<file path="src/rtl/phy_tx_pkg.sv">
// -----------------------------------------------------------------------------
// phy_tx_pkg
// Shared definitions for the PHY transmit-side scheduling logic.
//   - phy_state_t : scheduler FSM state encoding (ST_IDLE, ST_GRANT)
//   - PHY_LANES   : number of lanes feeding the transmit path
//   - PHY_IDLE_SYM: default symbol driven when no byte is transferred
// -----------------------------------------------------------------------------
package phy_tx_pkg;

    typedef enum logic {
        ST_IDLE  = 1'b0,
        ST_GRANT = 1'b1
    } phy_state_t;

    localparam int PHY_LANES = 4;

    localparam logic [7:0] PHY_IDLE_SYM = 8'hBC;

endpackage : phy_tx_pkg

</file>
<file path="src/rtl/rr_pick4.sv">
// -----------------------------------------------------------------------------
// rr_pick4
// Combinational 4-way round-robin picker. The winner is the first requesting
// lane found searching upward from i_ptr+1, modulo 4, so the lane named by
// i_ptr has the lowest priority.
// Ports:
//   i_req [3:0] : request vector, one bit per lane
//   i_ptr [1:0] : last-served lane
//   o_idx [1:0] : winning lane index (equals i_ptr when nothing requests)
//   o_any       : at least one lane requests
// -----------------------------------------------------------------------------
module rr_pick4
    import phy_tx_pkg::*;
(
    input  logic [PHY_LANES-1:0] i_req,
    input  logic [1:0]           i_ptr,
    output logic [1:0]           o_idx,
    output logic                 o_any
);

    logic [1:0] w_cand;

    // Walk from the lowest priority (offset 4 == ptr itself) to the highest
    // (offset 1); later hits overwrite earlier ones so the nearest wins.
    always_comb begin
        o_idx  = i_ptr;
        w_cand = i_ptr;
        for (int k = PHY_LANES; k >= 1; k--) begin
            w_cand = i_ptr + 2'(k);
            if (i_req[w_cand]) begin
                o_idx = w_cand;
            end
        end
    end

    assign o_any = |i_req;

endmodule : rr_pick4

</file>
<file path="src/rtl/phy_tx_sched.sv">
// -----------------------------------------------------------------------------
// phy_tx_sched
// Round-robin scheduler granting the shared PHY transmit path to one of four
// byte lanes at a time, for bursts of at most BURST_MAX beats. One IDLE
// (arbitration) cycle separates consecutive grants.
//
// Optional feature macro: PHY_TX_SCHED_IDLE_SYM_EN
//   defined   : data_out is driven to IDLE_SYM on every non-beat cycle and in
//               reset.
//   undefined : data_out holds its last value on non-beat cycles; reset to 0.
//
// Parameters:
//   DATA_W    : lane / output byte width
//   BURST_MAX : maximum beats per grant (1..15)
//   IDLE_SYM  : idle symbol used when the macro is defined
// Ports:
//   clk, reset        : clock, synchronous active-high reset
//   In0..In3          : lane data
//   valid0..valid3    : lane has a byte to send
//   ready0..ready3    : lane byte accepted this cycle (granted lane only)
//   data_out          : registered scheduled byte
//   valid_out         : data_out holds a transferred byte
//   grant             : index of current / most recent granted lane
//   busy              : scheduler is in GRANT
// -----------------------------------------------------------------------------
module phy_tx_sched
    import phy_tx_pkg::*;
#(
    parameter int                DATA_W    = 8,
    parameter int                BURST_MAX = 4,
    parameter logic [DATA_W-1:0] IDLE_SYM  = DATA_W'(PHY_IDLE_SYM)
)
(
    input  logic              clk,
    input  logic              reset,
    input  logic [DATA_W-1:0] In0,
    input  logic [DATA_W-1:0] In1,
    input  logic [DATA_W-1:0] In2,
    input  logic [DATA_W-1:0] In3,
    input  logic              valid0,
    input  logic              valid1,
    input  logic              valid2,
    input  logic              valid3,
    output logic              ready0,
    output logic              ready1,
    output logic              ready2,
    output logic              ready3,
    output logic [DATA_W-1:0] data_out,
    output logic              valid_out,
    output logic [1:0]        grant,
    output logic              busy
);

`ifdef PHY_TX_SCHED_IDLE_SYM_EN
    localparam bit IDLE_SYM_EN = 1'b1;
`else
    localparam bit IDLE_SYM_EN = 1'b0;
`endif

    localparam int                CNT_W    = $clog2(BURST_MAX + 1);
    localparam logic [CNT_W-1:0]  CNT_LAST = CNT_W'(BURST_MAX - 1);
    localparam logic [DATA_W-1:0] RST_DATA = IDLE_SYM_EN ? IDLE_SYM : '0;

    // Registered state
    phy_state_t        r_state;
    logic [1:0]        r_ptr;
    logic [1:0]        r_grant;
    logic [CNT_W-1:0]  r_beat_cnt;
    logic [DATA_W-1:0] r_data_out;
    logic              r_valid_out;

    // Lane fan-in and decoded handshake
    logic [DATA_W-1:0]    w_in [PHY_LANES];
    logic [PHY_LANES-1:0] w_valid;
    logic [PHY_LANES-1:0] w_ready;
    logic                 w_busy;
    logic [1:0]           w_pick;
    logic                 w_any;
    logic                 w_beat;
    logic [DATA_W-1:0]    w_sel_data;

    assign w_in[0] = In0;
    assign w_in[1] = In1;
    assign w_in[2] = In2;
    assign w_in[3] = In3;
    assign w_valid = {valid3, valid2, valid1, valid0};

    assign w_busy = (r_state == ST_GRANT);

    // Ready comes from registered state only; it must not loop back through
    // a lane's valid.
    generate
        for (genvar gi = 0; gi < PHY_LANES; gi++) begin : g_ready
            assign w_ready[gi] = w_busy && (r_grant == 2'(gi));
        end
    endgenerate

    assign w_sel_data = w_in[r_grant];
    assign w_beat     = w_busy && w_valid[r_grant];

    rr_pick4 u_pick (
        .i_req (w_valid),
        .i_ptr (r_ptr),
        .o_idx (w_pick),
        .o_any (w_any)
    );

    always_ff @(posedge clk) begin
        if (reset) begin
            r_state     <= ST_IDLE;
            r_ptr       <= 2'd3;          // lane 0 wins the first arbitration
            r_grant     <= 2'd0;
            r_beat_cnt  <= '0;
            r_valid_out <= 1'b0;
            r_data_out  <= RST_DATA;
        end else begin
            case (r_state)
                ST_IDLE: begin
                    r_valid_out <= 1'b0;
                    if (IDLE_SYM_EN) begin
                        r_data_out <= IDLE_SYM;
                    end
                    if (w_any) begin
                        r_grant    <= w_pick;
                        r_ptr      <= w_pick;
                        r_beat_cnt <= '0;
                        r_state    <= ST_GRANT;
                    end
                end
                ST_GRANT: begin
                    if (w_beat) begin
                        r_data_out  <= w_sel_data;
                        r_valid_out <= 1'b1;
                        r_beat_cnt  <= r_beat_cnt + CNT_W'(1);
                        if (r_beat_cnt == CNT_LAST) begin
                            r_state <= ST_IDLE;
                        end
                    end else begin
                        // Granted lane went quiet: release at once, no waiting.
                        r_valid_out <= 1'b0;
                        if (IDLE_SYM_EN) begin
                            r_data_out <= IDLE_SYM;
                        end
                        r_state <= ST_IDLE;
                    end
                end
                default: begin
                    r_state <= ST_IDLE;
                end
            endcase
        end
    end

    assign ready0    = w_ready[0];
    assign ready1    = w_ready[1];
    assign ready2    = w_ready[2];
    assign ready3    = w_ready[3];
    assign data_out  = r_data_out;
    assign valid_out = r_valid_out;
    assign grant     = r_grant;
    assign busy      = w_busy;

endmodule : phy_tx_sched
</file>
<file path="config.mk">
export PLATFORM = sky130hd
export DESIGN_NAME = phy_tx_sched
export DESIGN_NICKNAME = d
export VERILOG_FILES = /design/src/rtl/phy_tx_pkg.sv /design/src/rtl/rr_pick4.sv /design/src/rtl/phy_tx_sched.sv
export SDC_FILE = /design/constraint.sdc
export NUM_CORES = 1
export LEC_CHECK = 0
export ABC_AREA = 1
export CAP_MARGIN = 20
export CORE_UTILIZATION = 30
export DETAILED_ROUTE_END_ITERATION = 10
export SYNTH_ARGS = -nofsm -noshare
export SYNTH_HDL_FRONTEND = slang
export SYNTH_SLANG_ARGS = --single-unit
</file>
<file path="constraint.sdc">
create_clock -name clk -period 2.5 [get_ports clk]
set_input_delay 0.25 -clock clk [delete_from_list [all_inputs] [get_ports clk]]
set_output_delay 0.25 -clock clk [all_outputs]
set_load 0.05 [all_outputs]
</file>
==> impl_metrics.tcl, run 1 <==
set metrics [dict create \
    status "finished, final reports clean" \
    clk_latency_ps 250 \
    cts_resized 0 \
    worstMarginPinSlew_ps 526.9 \
    arrival_ps 1830 \
    synth_cell_types 25 \
    timing.fmax_mhz 479.9 \
    slew_headroom_pct 64.77 \
    final_nets 281 \
    setup_viol 0 \
    syn_inst 187 \
    core_area_um2 3661 \
    routed_wirelength_um 3165 \
    timing.final.ws_setup_ps 416.0 \
    yosys_warnings 0 \
    clock_skew_ps 6.193 \
    grt_pass1_vias 1095 \
    first_pass_iters 5 \
    slew_viol_final 0 \
    ys_ff_latch 17 \
    r2r-end "data_out[2]" \
    dieArea_um2 4046 \
    fin_crit_ps 2084 \
    finalCritPeriodShare_pct 83.36 \
    required_ps 2250 \
    clock_path_buffers 2 \
    final_cell_area_um2 1763 \
    ff2ff_path_depth 6 \
    cp_max_fo 11 \
    r2r_start "grant[0]" \
    critPathLaunchType "flop" \
    syn_avg_cell_area_um2 6.089 \
    power_leakage_uw 0.0007872 \
    rsz0062_at_grt "false" \
    die_w_um 63.61 \
    synth_flop_cell "dfxtp_1" \
    hpwl_um 2393 \
    via_per_inst 4.451 \
    cts_root_buf "clkbuf_8" \
    final.setup.tns_ps 0 \
    antenna_found_initial 0 \
    drive_above_1_share_pct 9.583 \
    netlist_area_um2 1139 \
    clock_sinks 17 \
    syn_to_final_growth_pct 54.84 \
    htreeDepth 1 \
    hp-class "reg2reg" \
    ios 54 \
    rows 22 \
    gp_congestion 0.8756 \
    pre_cts_ws_ps 688.3 \
    crit_path_end "ready0" \
    hold_viol 0 \
    cts_hold_buf 0 \
    crit_type "reg2out" \
    cap_violations 0 \
    dr_total_vias 1282 \
    cts-buffers-inserted 3 \
    wl_per_cell_um 10.99 \
    synth_nets 227 \
    drc_errors 0 \
    synth-edff-count 0 \
    port_buffers 53 \
    async_reset_ff_share_pct 0 \
    diodes 0 \
    die_h_um 63.61 \
    post_cts_buffers 0 \
    grt_usage_pct 15.89 \
    drtIter0Drc 79 \
    yosysSeqAreaShare_pct 29.89 \
    grt_first_pass_wirelength_um 5106 \
    cp-end-kind "primary output" \
    postRouteAntennaNets 0 \
    startpoint "grant[0]" \
    placed_area_um2 1714 \
    cts_tree "done" \
    start_util_pct 31.10 \
    grt-ovfl-total 0 \
    p_per_area_nw_per_um2 818.5 \
    path_clk_slew_ps 70 \
    grt_max_degree 18 \
    ir_drop_v 0.0005062 \
    total_power_uw 1443 \
    reg2reg_slack_ps 1050 \
]
worst min path at each step:
stage | from | to | cells after the start
after floorplan | reset | grant[0] | 1
after global placement | r_beat_cnt[1] | r_beat_cnt[1] | 2
after detailed placement | r_beat_cnt[1] | r_beat_cnt[1] | 2
after CTS | r_beat_cnt[2] | r_beat_cnt[2] | 2
after global routing | r_beat_cnt[1] | r_beat_cnt[1] | 2
final | r_beat_cnt[2] | r_beat_cnt[2] | 2
cell usage in the layout (no fill, tap or decap), drive strengths merged, types with 3 or more instances in the layout:
| cell | n |
|---|---|
| buf | 5 |
| nand3 | 7 |
| a21oi | 22 |
| nor3 | 11 |
| inv | 17 |
| nor2 | 14 |
| nand2 | 73 |
| clkdlybuf4s50 | 51 |
| dfxtp | 17 |
| o21ai | 14 |
| clkbuf | 3 |
flip-flops by register name, summed over array words and instances, names as in the netlist:
name,count
r_ptr,2
valid_out,1
r_beat_cnt,3
grant,2
data_out,8
busy,1
cells by family (layout without fill, tap and decap cells):
family	count (synthesis)	in the layout	synth area share, %
buffers and inverters	26	79	11.21
adder cells (fa/ha/maj)	2	2	2.197
flip-flops	17	17	29.89
AO/OA/AOI/OAI	37	37	18.13
AND/OR/NAND/NOR	105	105	38.57
per-layer routing:
| layer | share of wire, % | global-route usage, % | vias up | wire (um) |
|---|---|---|---|---|
| li1 | - | - | 703 | - |
| met1 | 53 | 23.28 | 552 | 1691 |
| met2 | 43 | 23.14 | 25 | 1346 |
| met3 | 3.2 | 2.717 | 2 | 100 |
| met4 | 0.79 | 5.114 | 0 | 25 |
| met5 | 0 | 0 | - | 0 |
cell type report:
class	instances	area, um2
clock buffers	3	41.29
clock inverters	1	7.507
fillers	396	1898
inverters	19	82.58
multi-input cells	144	670.6
flip-flops and latches	17	340.3
well taps	48	60.06
repair buffers	56	560.5
power breakdown:
part / leakage, uW / internal (uW) / switching [uW]
Sequential: 0.000140 / 328 / 60.2
Combinational: 0.000626 / 307 / 543
Clock: 0.0000217 / 112 / 93.2
critical path: stages, from the launching register on:
cell and delay [ps]:
dfxtp_1 390, buf_4 210, nor3_1 170, clkdlybuf4s50_1 820
synth_stat cells, types with 2 or more instances:
| cell type | number | area [um2] |
|---|---|---|
| nand2_1 | 69 | 259.0 |
| a21oi_1 | 21 | 105.1 |
| dfxtp_1 | 17 | 340.3 |
| inv_1 | 13 | 48.80 |
| nor2_1 | 13 | 48.80 |
| nor3_1 | 11 | 55.05 |
| o21ai_0 | 7 | 35.03 |
| nand3_1 | 6 | 30.03 |
| o21ai_1 | 5 | 25.02 |
| buf_2 | 3 | 15.01 |
| nand2_2 | 3 | 18.77 |
| buf_6 | 2 | 22.52 |
| clkbuf_1 | 2 | 7.510 |
| ha_1 | 2 | 25.02 |
| inv_2 | 2 | 7.510 |
| inv_6 | 2 | 17.52 |
metrics by stage:
stage	utilization, %	hold slack [ps]	std cells
floorplan	-	319.1	187
global placement	46.82	460.8	284
detailed placement	46.82	467.7	284
CTS	48.15	477.6	288
global route	48.15	518.9	288
finish	48.15	471.2	288
No activity file was read; power rests on OpenSTA's default activity.
==> run 2, diff against run 1 <==
==> constraint.sdc (replaced) <==
create_clock -name clk -period 1.8 [get_ports clk]
set_input_delay 0.18 -clock clk [delete_from_list [all_inputs] [get_ports clk]]
set_output_delay 0.18 -clock clk [all_outputs]
set_load 0.05 [all_outputs]
==> run 2 against run 1 <==
Effect of this change:
- wire length fell by 2.1%
- sequential share of layout area is 0.52 points lower
- critical endpoint is now busy
- setup slack worse by 270 ps
- clock power rose by 30%
- hold slack got worse by 5.3 ps
- cell count did not move
- power grew 42%
- sequential power increased by 42%
- non-clock buffer count stayed put
==> impl_metrics.tcl, run 2 (synthesis gave the netlist of run 1 again) <==
set metrics [dict create \
    path_clk_slew_ps 60 \
    layout_common_cells "nand2_1, clkdlybuf4s50_1, a21oi_1, dfxtp_1, inv_1" \
    crit_type "reg2out" \
    clock_path_buffers 2 \
    dieArea_um2 4046 \
    final.setup.tns_ps 0 \
    via_per_inst 4.406 \
    setup_viol 0 \
    p_seq_share_pct 26.9 \
    crit_path_top_delay_cell "clkdlybuf4s50_1" \
    ir_drop_v 0.0006249 \
    p_per_area_nw_per_um2 1124 \
    clock_sinks 17 \
    path_buf_inv 1 \
    fin_crit_ps 1657 \
    status "finished, final reports clean" \
    cts_hold_buf 0 \
    diodes 0 \
    grt_max_degree 18 \
    grt_first_pass_wirelength_um 5361 \
    slowest_delay_ps 830 \
    drc_errors 0 \
    die_w_um 63.61 \
    multiInputGateArea_um2 688.2 \
    hpwl_um 2477 \
    p_clk_share_pct 13.1 \
    arrival_ps 1480 \
    ios 54 \
    fillers 373 \
    drive_above_1_share_pct 12.92 \
    final_nets 281 \
    wl_per_cell_um 10.75 \
    largest_reg_flops 8 \
    htreeDepth 1 \
    power_leakage_uw 0.0008119 \
    clk_latency_ps 240 \
    cts_root_buf "clkbuf_8" \
    first_pass_iters 4 \
    port_buffers 53 \
    cap_violations 0 \
    routed_wirelength_um 3097 \
    hp-class "reg2reg" \
    combPwrFrac_pct 60.0 \
    post-route-util_pct 49.66 \
    switching_share_pct 47.17 \
    clock_skew_ps 0.6474 \
    cp_max_fo 3 \
    slew_headroom_pct 66.44 \
    crit_chain "clkdlybuf4s50_1" \
    drtIter0Drc 73 \
    grt-ovfl-total 0 \
    critPathLaunchType "flop" \
    syn_to_final_growth_pct 59.67 \
    critPathTopFamily "buffers and inverters" \
    p_int_uw 1080 \
    post_cts_buffers 0 \
    slew_viol_final 0 \
    required_ps 1620 \
    antenna_found_initial 0 \
    cp-end-kind "primary output" \
    cts-buffers-inserted 3 \
    worstMarginPinSlew_ps 501.8 \
    rows 22 \
    finalCritPeriodShare_pct 92.03 \
    switchingPower_uw 963.9 \
    core_area_um2 3661 \
    grt_pass1_vias 1189 \
    cts_tree "done" \
    timing.fmax_mhz 603.7 \
    final_common_cell "nand2_1" \
    postRouteAntennaNets 0 \
    cts_resized 0 \
    ff_latch_area_um2 341.6 \
    dr_total_vias 1269 \
    hold_viol 0 \
    start_util_pct 31.10 \
    rsz0062_at_grt "false" \
    gp_congestion 0.8136 \
    die_h_um 63.61 \
    grt_usage_pct 16.49 \
]
==> run 2: area by class of cell <==
cell class | instances | share of cell area, %
multi-input combinational | 144 | 37.85
timing repair buffer | 56 | 33.04
sequential | 17 | 18.79
inverter | 19 | 4.542
tap | 48 | 3.304
clock buffer | 4 | 2.478
==> run 2: path summary, 6_finish.rpt <==
kind	start	endpoint	slack (ps)	cells after the start
setup reg to reg	r_ptr[0]	grant[0]	380	10
hold reg to reg	r_beat_cnt[1]	r_beat_cnt[1]	470	2
setup / recovery	busy	busy	140	1
hold / removal	r_beat_cnt[1]	r_beat_cnt[1]	470	2
==> run 2: per-stage QoR <==
stage          instance area [um2]  setup slack (ps)  hold slack, ps  cells  total power (uW)
2_1_floorplan                 1156            -178.9           249.1    187              1393
3_3_place_gp                  1772             174.9           462.6    284              1795
5_1_grt                       1818             69.48           521.1    288              2218
4_1_cts                       1817             98.18           471.4    288              2065
3_5_place_dp                  1772             205.9           461.6    284              1786
6_report                      1818             143.5           466.0    288              2044
==> run 2: routing by layer <==
metal	GRT usage (%)	vias up	share of wire (%)
met2	27.53	26	46
li1	-	704	-
met3	1.449	4	4.0
met5	0	-	0
met1	22.16	535	49
met4	5.114	0	1.3
==> run 2: power groups by stage <==
stage	Sequential (uW)	Clock [uW]	Combinational (uW)
global placement	561	0	1230
global route	570	294	1350
CTS	551	282	1230
finish	551	267	1230
floorplan	714	0	679
detailed placement	558	0	1230
==> run 3, diff against run 2 <==
--- a/config.mk
+++ b/config.mk
@@ -7,6 +7,7 @@
 export LEC_CHECK = 0
 export ABC_AREA = 1
 export CAP_MARGIN = 20
+export CORE_MARGIN = 5
 export CORE_UTILIZATION = 30
 export DETAILED_ROUTE_END_ITERATION = 10
 export SYNTH_ARGS = -nofsm -noshare
==> run 3 against run 2 <==
Effect of this change:
- die area increased by 27%
- sequential cell count unchanged
- sequential share of layout area unchanged
- sequential power about the same
- cell area unchanged
- largest cell class unchanged
==> impl_metrics.tcl, run 3 (synthesis gave the netlist of run 1 again) <==
set metrics [dict create \
    slowest_delay_ps 830 \
    slew_viol_final 0 \
    ff2ff_path_depth 10 \
    post_cts_buffers 0 \
    hpwl_um 2719 \
    diodes 0 \
    power_leakage_uw 0.0008115 \
    clk_latency_ps 250 \
    critPathTopFamily "buffers and inverters" \
    rsz0062_at_grt "false" \
    critPathLaunchType "flop" \
    grt_max_degree 18 \
    clock_skew_ps 1.975 \
    slew_headroom_pct 65.92 \
    worstMarginPinSlew_ps 509.6 \
    grt_usage_pct 12.96 \
    final_common_cell "nand2_1" \
    worstHoldStart "r_beat_cnt[1]" \
    grt_pass1_vias 1175 \
    final_nets 281 \
    dr_total_vias 1282 \
    hp-class "reg2reg" \
    via_per_inst 4.451 \
    path_buf_inv 1 \
    cts_tree "done" \
    drtIter0Drc 65 \
    hold_depth 2 \
    post-route-util_pct 49.66 \
    routed_wirelength_um 3339 \
    cp_max_fo 3 \
    port_buffers 53 \
    drc_errors 0 \
    layout_common_cells "nand2_1, clkdlybuf4s50_1, a21oi_1, dfxtp_1, inv_1" \
    cp-end-kind "primary output" \
    hold_viol 0 \
    timing.fmax_mhz 602.6 \
    core_area_um2 3661 \
    setup_viol 0 \
    cap_violations 0 \
    crit_path_top_delay_cell "clkdlybuf4s50_1" \
    dieArea_um2 5127 \
    path_clk_slew_ps 60 \
    die_w_um 71.61 \
    r2r-end "grant[0]" \
    finalCritPeriodShare_pct 92.20 \
    ios 54 \
    clock_sinks 17 \
    postRouteAntennaNets 0 \
    status "finished, final reports clean" \
    ir_drop_v 0.0006351 \
    first_pass_iters 4 \
    required_ps 1620 \
    reg2reg_slack_ps 410 \
    start_util_pct 31.10 \
    htreeDepth 1 \
    syn_to_final_growth_pct 59.67 \
    p_per_area_nw_per_um2 1126 \
    grt-ovfl-total 0 \
    rows 22 \
    min_to "r_beat_cnt[1]" \
    startpoint "busy" \
    clock_path_buffers 2 \
    largest_reg_flops 8 \
    arrival_ps 1480 \
    cts-buffers-inserted 3 \
    wl_per_cell_um 11.59 \
    worst-path-stages 1 \
    grt_first_pass_wirelength_um 5361 \
    antenna_found_initial 0 \
    die_h_um 71.61 \
    r2r_start "r_ptr[0]" \
    drive_above_1_share_pct 12.92 \
    crit_chain "clkdlybuf4s50_1" \
    cts_root_buf "clkbuf_8" \
    fin_crit_ps 1660 \
    placed_area_um2 1772 \
    gp_congestion 0.9620 \
    fillers 381 \
    final_cell_area_um2 1818 \
    crit_type "reg2out" \
]
==> run 3: cell counts in the layout (fill, tap and decap cells not counted) <==
Identical to the previous run, type by type.
==> run 3: how the worst max path moves through the flow <==
stage	end	slack, ps
after floorplan	ready2	-180
after global placement	data_out[1]	180
after detailed placement	data_out[1]	190
after CTS	ready1	80
after global routing	busy	90
final	busy	140
==> run 3: area by class of cell <==
type / instances / area (um2) / area share [%]
timing repair buffer: 56 / 600.6 / 33.04
sequential: 17 / 341.6 / 18.79
multi-input combinational: 144 / 688.2 / 37.85
clock buffer: 4 / 45.04 / 2.478
inverter: 19 / 82.58 / 4.542
tap: 48 / 60.06 / 3.304
==> run 3: what timing repair did <==
| action | 4_1_cts | 5_1_grt |
|---|---|---|
| hold buffers | 0 | 0 |
| endpoints found under the setup margin | 0 | 1 |
| gates resized for setup | 0 | 1 |
==> run 3: per-layer routing <==
layer	global-route usage, %	part of all wire, %	vias to the layer above
met1	17.22	50	545
li1	-	-	705
met5	0	0	-
met4	5.219	2.1	0
met3	1.823	3.3	6
met2	21.02	45	26
==> run 3: power by group <==
part	leakage, uW	internal, uW	total (uW)	switching (uW)
logic	0.000649	458	1220	763
clock network	0.0000228	157	275	119
registers	0.000140	457	550	93.1
total	0.000811	1070	2050	974
==> run 3: per-stage QoR <==
stage | total power [uW] | setup TNS (ps) | cells | hold WS [ps] | setup slack (ps)
final | 2046 | 0 | 288 | 469.8 | 140.4
after global routing | 2213 | 0 | 288 | 497.4 | 88.29
after detailed placement | 1786 | 0 | 284 | 467.4 | 193.8
after global placement | 1787 | 0 | 284 | 457.3 | 182.9
after CTS | 2067 | 0 | 288 | 474.7 | 78.88
after floorplan | 1393 | -263.8 | 187 | 249.1 | -178.9
